### src/rtl/adc_dac_scheduler.sv
// Sample-period sequencer: tick generation, ADC conversion starts, result capture, DAC load.
// Optional conversion timeout enabled by defining ADC_SCHED_TIMEOUT_EN.
module adc_dac_scheduler #(
    parameter int unsigned DIV     = 4999,
    parameter int unsigned TIMEOUT = 1023
) (
    input  logic       sysclk,
    input  logic       rst,
    input  logic       enable,
    input  logic [1:0] ch_mask,
    input  logic       clr_err,
    output logic       adc_start,
    output logic       adc_channel,
    input  logic       adc_valid,
    input  logic [9:0] adc_data,
    output logic [9:0] ch0_data,
    output logic [9:0] ch1_data,
    output logic       sample_valid,
    input  logic [9:0] dac_data_in,
    output logic       dac_start,
    output logic [9:0] dac_data,
    output logic       busy,
    output logic       overrun,
    output logic       timeout_err
);

    localparam int unsigned CW = (DIV > 0) ? $clog2(DIV + 1) : 1;

    typedef enum logic [2:0] {
        S_IDLE,
        S_START,
        S_WAIT,
        S_SAMPLE,
        S_DAC
    } state_t;

    state_t      r_state;
    logic [CW-1:0] r_cnt;
    logic        r_ch1_en;
    logic        r_adc_start;
    logic        r_adc_channel;
    logic [9:0]  r_ch0_data;
    logic [9:0]  r_ch1_data;
    logic        r_sample_valid;
    logic        r_dac_start;
    logic [9:0]  r_dac_data;
    logic        r_overrun;
    logic        w_tick;

    assign w_tick = enable && (r_cnt == CW'(DIV));

    always_ff @(posedge sysclk or posedge rst) begin
        if (rst) begin
            r_cnt <= '0;
        end else if (!enable || w_tick) begin
            r_cnt <= '0;
        end else begin
            r_cnt <= r_cnt + CW'(1);
        end
    end

`ifdef ADC_SCHED_TIMEOUT_EN
    localparam int unsigned TW = (TIMEOUT > 1) ? $clog2(TIMEOUT + 1) : 1;
    logic [TW-1:0] r_tcnt;
    logic          r_timeout_err;
    assign timeout_err = r_timeout_err;
`else
    logic w_unused_timeout;
    assign w_unused_timeout = (TIMEOUT == 0);
    assign timeout_err      = 1'b0;
`endif

    always_ff @(posedge sysclk or posedge rst) begin
        if (rst) begin
            r_state        <= S_IDLE;
            r_ch1_en       <= 1'b0;
            r_adc_start    <= 1'b0;
            r_adc_channel  <= 1'b0;
            r_ch0_data     <= '0;
            r_ch1_data     <= '0;
            r_sample_valid <= 1'b0;
            r_dac_start    <= 1'b0;
            r_dac_data     <= '0;
            r_overrun      <= 1'b0;
`ifdef ADC_SCHED_TIMEOUT_EN
            r_tcnt         <= '0;
            r_timeout_err  <= 1'b0;
`endif
        end else begin
            r_adc_start    <= 1'b0;
            r_sample_valid <= 1'b0;
            r_dac_start    <= 1'b0;

            // Error set is written after the clear so a coincident event wins.
            if (clr_err) begin
                r_overrun <= 1'b0;
`ifdef ADC_SCHED_TIMEOUT_EN
                r_timeout_err <= 1'b0;
`endif
            end
            if (w_tick && (r_state != S_IDLE)) begin
                r_overrun <= 1'b1;
            end

            case (r_state)
                S_IDLE: begin
                    if (w_tick && (ch_mask != '0)) begin
                        r_ch1_en      <= ch_mask[1];
                        r_adc_channel <= ~ch_mask[0];
                        r_adc_start   <= 1'b1;
                        r_state       <= S_START;
                    end
                end
                S_START: begin
`ifdef ADC_SCHED_TIMEOUT_EN
                    r_tcnt <= '0;
`endif
                    r_state <= S_WAIT;
                end
                S_WAIT: begin
                    if (adc_valid) begin
                        if (r_adc_channel) begin
                            r_ch1_data <= adc_data;
                        end else begin
                            r_ch0_data <= adc_data;
                        end
                        if (!r_adc_channel && r_ch1_en) begin
                            r_adc_channel <= 1'b1;
                            r_adc_start   <= 1'b1;
                            r_state       <= S_START;
                        end else begin
                            r_sample_valid <= 1'b1;
                            r_state        <= S_SAMPLE;
                        end
                    end
`ifdef ADC_SCHED_TIMEOUT_EN
                    else if (r_tcnt == TW'(TIMEOUT - 1)) begin
                        r_timeout_err <= 1'b1;
                        r_state       <= S_IDLE;
                    end else begin
                        r_tcnt <= r_tcnt + TW'(1);
                    end
`endif
                end
                S_SAMPLE: begin
                    r_dac_data  <= dac_data_in;
                    r_dac_start <= 1'b1;
                    r_state     <= S_DAC;
                end
                S_DAC: begin
                    r_state <= S_IDLE;
                end
                default: begin
                    r_state <= S_IDLE;
                end
            endcase
        end
    end

    assign adc_start    = r_adc_start;
    assign adc_channel  = r_adc_channel;
    assign ch0_data     = r_ch0_data;
    assign ch1_data     = r_ch1_data;
    assign sample_valid = r_sample_valid;
    assign dac_start    = r_dac_start;
    assign dac_data     = r_dac_data;
    assign busy         = (r_state != S_IDLE);
    assign overrun      = r_overrun;

endmodule
### config.mk
export PLATFORM = sky130hd
export DESIGN_NAME = adc_dac_scheduler
export DESIGN_NICKNAME = d
export VERILOG_FILES = /design/src/rtl/adc_dac_scheduler.sv
export SDC_FILE = /design/constraint.sdc
export NUM_CORES = 1
export LEC_CHECK = 0
export ABC_AREA = 1
export CAP_MARGIN = 30
export CORE_MARGIN = 10
export CORE_UTILIZATION = 43
export CTS_CLUSTER_SIZE = 24
export DETAILED_ROUTE_END_ITERATION = 16
export GPL_ROUTABILITY_DRIVEN = 0
export PLACE_DENSITY = 0.75
export SKIP_CTS_REPAIR_TIMING = 1
export SYNTH_ARGS = -nofsm -noshare
export SYNTH_HDL_FRONTEND = slang
export SYNTH_SLANG_ARGS = --single-unit
### constraint.sdc
create_clock -name sysclk -period 1.7 [get_ports sysclk]
set_clock_uncertainty 0.2 [all_clocks]
set_input_delay 0.34 -clock sysclk [delete_from_list [all_inputs] [get_ports sysclk]]
set_output_delay 0.34 -clock sysclk [all_outputs]
set_load 0.02 [all_outputs]
==> flow_metrics.env, run 1 <==
export IMPL_reg2reg_depth=9
export IMPL_synthCells=259
export IMPL_clk_pin_slew_worst_paths_ns=0.10
export IMPL_mostFrequentLayoutCells="72 x nand2_1, 52 x dfrtp_1, 35 x dlymetal6s2s_1"
export IMPL_final_period_utilization=0.995
export IMPL_synthTopCellsByArea="dfrtp_1 55%, nand2_1 11%, inv_1 4.0%"
export IMPL_max_freq_ghz=0.591
export IMPL_ys_seq_elements=52
export IMPL_rsz0062_at_grt="true"
export IMPL_run_status="finished, final reports clean"
export IMPL_synth_cell_area_sq_um=2360
export IMPL_irDropWorstVdd_mv=0.689
export IMPL_cts_buffers=5
export IMPL_nNetsFinal=364
export IMPL_rr_startpoint="r_state[0]"
export IMPL_n_antenna_cell=0
export IMPL_slew_viol_final=0
export IMPL_drtIter0Drc=60
export IMPL_route_detailed_drc=0
export IMPL_vias=1852
export IMPL_io_pins=64
export IMPL_syn_area_per_cell_sq_um=9.10
export IMPL_first_pass_iters=4
export IMPL_r2r_slack_ns=0.10
export IMPL_grt_pass1_wl_microns=8630
export IMPL_grt_overflow_total=0
export IMPL_r2r_end="ch0_data[5]"
export IMPL_numPortBuffers=62
export IMPL_ant_nets=0
export IMPL_cts_max_level=2
export IMPL_wl_microns=5470
export IMPL_clock_latency_ns=0.31
export IMPL_synth_area_leader_cell="dfrtp_1"
export IMPL_post_place_ws_ns=-0.0807
export IMPL_grtUsageTotal=0.122
export IMPL_core_area_sq_um=5200
export IMPL_cts_tree="yes"
export IMPL_yosysWarnings=0
export IMPL_crit_type="flop to output pin"
export IMPL_nFillCells=430
export IMPL_critPathLaunchType="flop"
export IMPL_yosysUniqueCellTypes=32
export IMPL_cts_sinks=52
export IMPL_hold_violations=0
export IMPL_dieArea_sq_um=8840
export IMPL_hold_path_class="input pin to async pin"
export IMPL_wl_per_cell_microns=13.4
export IMPL_clockBufferDepth=2
export IMPL_setup_ws_ns=0.00845
export IMPL_synth_fp_nets=287
export IMPL_cts_root_buf="clkbuf_8"
export IMPL_crit_fanout=2
export IMPL_yosysSeqAreaShare=0.552
export IMPL_antenna_found_initial=0
export IMPL_avgViaCountPerCell=4.55
export IMPL_die_y_microns=94.0
export IMPL_tns_ns=0
export IMPL_drive_gt1_frac=0.193
export IMPL_area_delta_synth_final_pct=41.6
export IMPL_power_density_nw_per_um2=1200
export IMPL_crit_path_end_kind="output pin"
export IMPL_layout_commonest_cell="nand2_1"
export IMPL_setup_viol=0
export IMPL_synth_top_cell_area_share=0.552
export IMPL_maxCapViolCount=0
export IMPL_min_period_ns=1.69
export IMPL_first_global_vias=1864
export IMPL_core_rowCount=26
export IMPL_hpwl_microns=4160
export IMPL_cp_required_ns=1.16
export IMPL_start_util=0.453
export IMPL_grt_max_degree=36
export IMPL_die_width_microns=94.0
export IMPL_p_leak_nw=2.02
export IMPL_worstPathArrival_ns=1.15
cell type report:
| cell class | instances | area (sq um) | share of cell area |
|---|---|---|---|
| clock buffers | 7 | 76.3 | 0.0229 |
| clock inverters | 1 | 8.76 | 0.00262 |
| inverters | 32 | 126 | 0.0379 |
| multi-input cells | 168 | 885 | 0.265 |
| flip-flops and latches | 52 | 1300 | 0.390 |
| well taps | 70 | 87.6 | 0.0262 |
| repair buffers | 77 | 853 | 0.256 |
how the worst max path moves through the flow:
stage,depth (start not counted),endpoint,start
after floorplan,7,r_cnt[5],r_cnt[0]
after global placement,5,busy,r_state[0]
after detailed placement,5,busy,r_state[0]
after CTS,5,busy,r_state[0]
after global routing,5,busy,r_state[0]
final,5,busy,r_state[0]
layer usage:
| metal | vias up | track usage | part of all wire |
|---|---|---|---|
| li1 | 961 | - | - |
| met4 | 0 | 0.0342 | 0.010 |
| met1 | 845 | 0.135 | 0.41 |
| met5 | - | 0 | 0 |
| met3 | 6 | 0.0608 | 0.089 |
| met2 | 40 | 0.201 | 0.49 |
stage by stage:
stage	power (mW)	instance area, sq um	instances	hold slack (ns)	util
floorplan	2.61	2360	259	0.195	-
global placement	3.38	3160	399	0.253	0.608
detailed placement	3.42	3160	399	0.258	0.608
CTS	4.12	3250	407	0.214	0.624
global route	4.26	3340	407	0.221	0.641
finish	4.01	3340	407	0.214	0.641
flip-flops by register name (all words and copies together), names as in the netlist:
| signal | flops |
|---|---|
| ch1_data | 10 |
| dac_start | 1 |
| ch0_data | 10 |
| adc_channel | 1 |
| sample_valid | 1 |
| r_ch1_en | 1 |
| overrun | 1 |
| r_state | 3 |
| adc_start | 1 |
| r_cnt | 13 |
| dac_data | 10 |
where the power goes:
part	internal (mW)	total, mW	switching (mW)
Sequential	1.52	1.66	0.143
Combinational	0.726	1.65	0.927
Clock	0.295	0.697	0.401
Total	2.54	4.01	1.47
synth_stat cells, drive strengths merged:
library cell   n
or2            2
ha             1
nand3         12
nor3b          3
nand2         78
conb           1
nand3b         2
xor2           4
buf            7
dfrtp         52
nor2          30
inv           32
nand4          1
o211ai         1
nor3           7
o21ai         23
a21oi          3
worst max-delay path, stage by stage (launching register included):
cell and delay [ns]:
dfrtp_1 0.40, inv_2 0.08, nand2_2 0.07, nor2_2 0.09, inv_1 0.06, clkbuf_2 0.15
cell families after synthesis:
group	count (synthesis)	share of synthesized area
xor gates and xnor gates	4	0.0149
other	1	0.00159
DFF	52	0.552
buffers and inverters	39	0.0748
and+or+nand+nor	135	0.275
adders and majority gates	1	0.00531
AOI/OAI and AO/OA	27	0.0759
No activity file was read; power rests on OpenSTA's default activity.
==> run 2: changes to the inputs <==
--- a/config.mk
+++ b/config.mk
@@ -8,11 +8,11 @@
 export ABC_AREA = 1
 export CAP_MARGIN = 30
 export CORE_MARGIN = 10
-export CORE_UTILIZATION = 43
+export CORE_UTILIZATION = 48
 export CTS_CLUSTER_SIZE = 24
 export DETAILED_ROUTE_END_ITERATION = 16
 export GPL_ROUTABILITY_DRIVEN = 0
-export PLACE_DENSITY = 0.75
+export PLACE_DENSITY = 0.8
 export SKIP_CTS_REPAIR_TIMING = 1
 export SYNTH_ARGS = -nofsm -noshare
 export SYNTH_HDL_FRONTEND = slang
==> constraint.sdc (replaced) <==
create_clock -name sysclk -period 1.8 [get_ports sysclk]
set_clock_uncertainty 0.2 [all_clocks]
set_input_delay 0.36 -clock sysclk [delete_from_list [all_inputs] [get_ports sysclk]]
set_output_delay 0.36 -clock sysclk [all_outputs]
set_load 0.02 [all_outputs]
==> flow_metrics.env, run 2 (synthesis results as in run 1) <==
export IMPL_cp_required_ns=1.24
export IMPL_avgViaCountPerCell=4.71
export IMPL_crit_chain="inv_2 > nand2_2 > nor2_2 > inv_1 > clkbuf_2"
export IMPL_final_period_utilization=0.947
export IMPL_nNetsFinal=358
export IMPL_core_area_sq_um=4750
export IMPL_cts_sinks=52
export IMPL_grt_pass1_wl_microns=9070
export IMPL_maxCapViolCount=0
export IMPL_power_density_nw_per_um2=1190
export IMPL_cts_tree="yes"
export IMPL_fin_cells=398
export IMPL_critPathLaunchType="flop"
export IMPL_n_antenna_cell=0
export IMPL_clock_latency_ns=0.31
export IMPL_clockBufferDepth=2
export IMPL_start_util=0.496
export IMPL_area_delta_synth_final_pct=40.1
export IMPL_hold_violations=0
export IMPL_io_pins=64
export IMPL_die_width_microns=90.1
export IMPL_min_period_ns=1.70
export IMPL_grt_overflow_total=0
export IMPL_run_status="finished, final reports clean"
export IMPL_wl_microns=5530
export IMPL_irDropWorstVdd_mv=0.771
export IMPL_antenna_found_initial=0
export IMPL_die_y_microns=90.1
export IMPL_largest_reg_flops=13
export IMPL_holdWs_ns=0.253
export IMPL_wl_per_cell_microns=13.9
export IMPL_drtIter0Drc=86
export IMPL_postLayoutCellArea_sq_um=3300
export IMPL_hpwl_microns=4060
export IMPL_cts_buffers=5
export IMPL_hold_path_class="input pin to async pin"
export IMPL_cpMaxStageDelayCell="dfrtp_1"
export IMPL_max_freq_ghz=0.587
export IMPL_first_pass_iters=4
export IMPL_grtUsageTotal=0.134
export IMPL_grt_max_degree=53
export IMPL_slew_viol_final=0
export IMPL_cpPeakStageDelay_ns=0.40
export IMPL_ant_nets=0
export IMPL_vias=1874
export IMPL_cts_max_level=2
export IMPL_mostFrequentLayoutCells="72 x nand2_1, 52 x dfrtp_1, 35 x dlymetal6s2s_1"
export IMPL_cts_root_buf="clkbuf_8"
export IMPL_drive_gt1_frac=0.181
export IMPL_numPortBuffers=62
export IMPL_first_global_vias=1983
export IMPL_dieArea_sq_um=8110
export IMPL_crit_path_end_kind="output pin"
export IMPL_crit_fanout=2
export IMPL_crit_type="flop to output pin"
export IMPL_dpl_cell_area_sq_um=3100
export IMPL_rsz0062_at_grt="false"
export IMPL_top_register="r_cnt"
export IMPL_p_leak_nw=2.01
export IMPL_layout_commonest_cell="nand2_1"
export IMPL_setup_viol=0
export IMPL_clk_pin_slew_worst_paths_ns=0.10
export IMPL_route_detailed_drc=0
export IMPL_dp_cells=390
export IMPL_worstPathArrival_ns=1.14
export IMPL_core_rowCount=25
run 2: changes by cell type in the layout (fill, tap and decap cells not counted):
cell / delta
buf_4: -5
clkbuf_1: -2
buf_12: -1
bufinv_16: +1
clkinv_2: +1
clkinv_4: -1
ha_1: +1
ha_2: -1
inv_2: +1
inv_4: -1
inv_8: +1
run 2: final timing paths:
path | slack [ns] | end | startpoint | cells after the start
max in group asynchronous | 0.91 | ch1_data[7] | rst | 3
min in group sysclk | 0.27 | dac_data[1] | dac_data[1] | 2
worst max-delay path | 0.1 | busy | r_state[2] | 5
worst min register to register | 0.27 | dac_data[1] | dac_data[1] | 2
worst max register to register | 0.13 | r_cnt[2] | r_cnt[0] | 6
worst min-delay path | 0.25 | dac_data[8] | rst | 3
run 2: stage by stage:
step | utilization | power (mW) | setup WS, ns | TNS (ns)
6_report | 0.694 | 3.93 | 0.0962 | 0
5_1_grt | 0.694 | 4.17 | 0.00954 | 0
4_1_cts | 0.677 | 4.03 | -0.323 | -2.43
3_5_place_dp | 0.652 | 3.21 | 0.00673 | 0
3_3_place_gp | 0.652 | 3.16 | 0.0458 | 0
2_1_floorplan | - | 2.46 | 0.280 | 0
run 2: critical path, delay by kind of cell, from the launching register on:
| kind | cells | cell delay [ns] |
|---|---|---|
| and+or+nand+nor | 2 | 0.16 |
| buffers and inverters | 3 | 0.28 |
| DFF | 1 | 0.40 |
run 2: layout make-up:
cell class / count / area, sq um
fillers: 350 / 1450
flip-flops and latches: 52 / 1300
multi-input cells: 168 / 882
repair buffers: 71 / 796
inverters: 32 / 124
well taps: 67 / 83.8
clock buffers: 5 / 68.8
clock inverters: 3 / 46.3
run 2: per-layer routing:
layer | vias to the layer above | global-route usage | part of all wire
li1 | 941 | - | -
met1 | 878 | 0.138 | 0.40
met2 | 47 | 0.234 | 0.51
met3 | 8 | 0.0623 | 0.078
met4 | 0 | 0.0451 | 0.013
met5 | - | 0 | 0
run 2: power breakdown:
group          switching [mW]  internal [mW]  total, mW  leakage [nW]
registers               0.136           1.43       1.57         0.686
logic                   0.879          0.664       1.54          1.26
clock network           0.393          0.421      0.815        0.0600
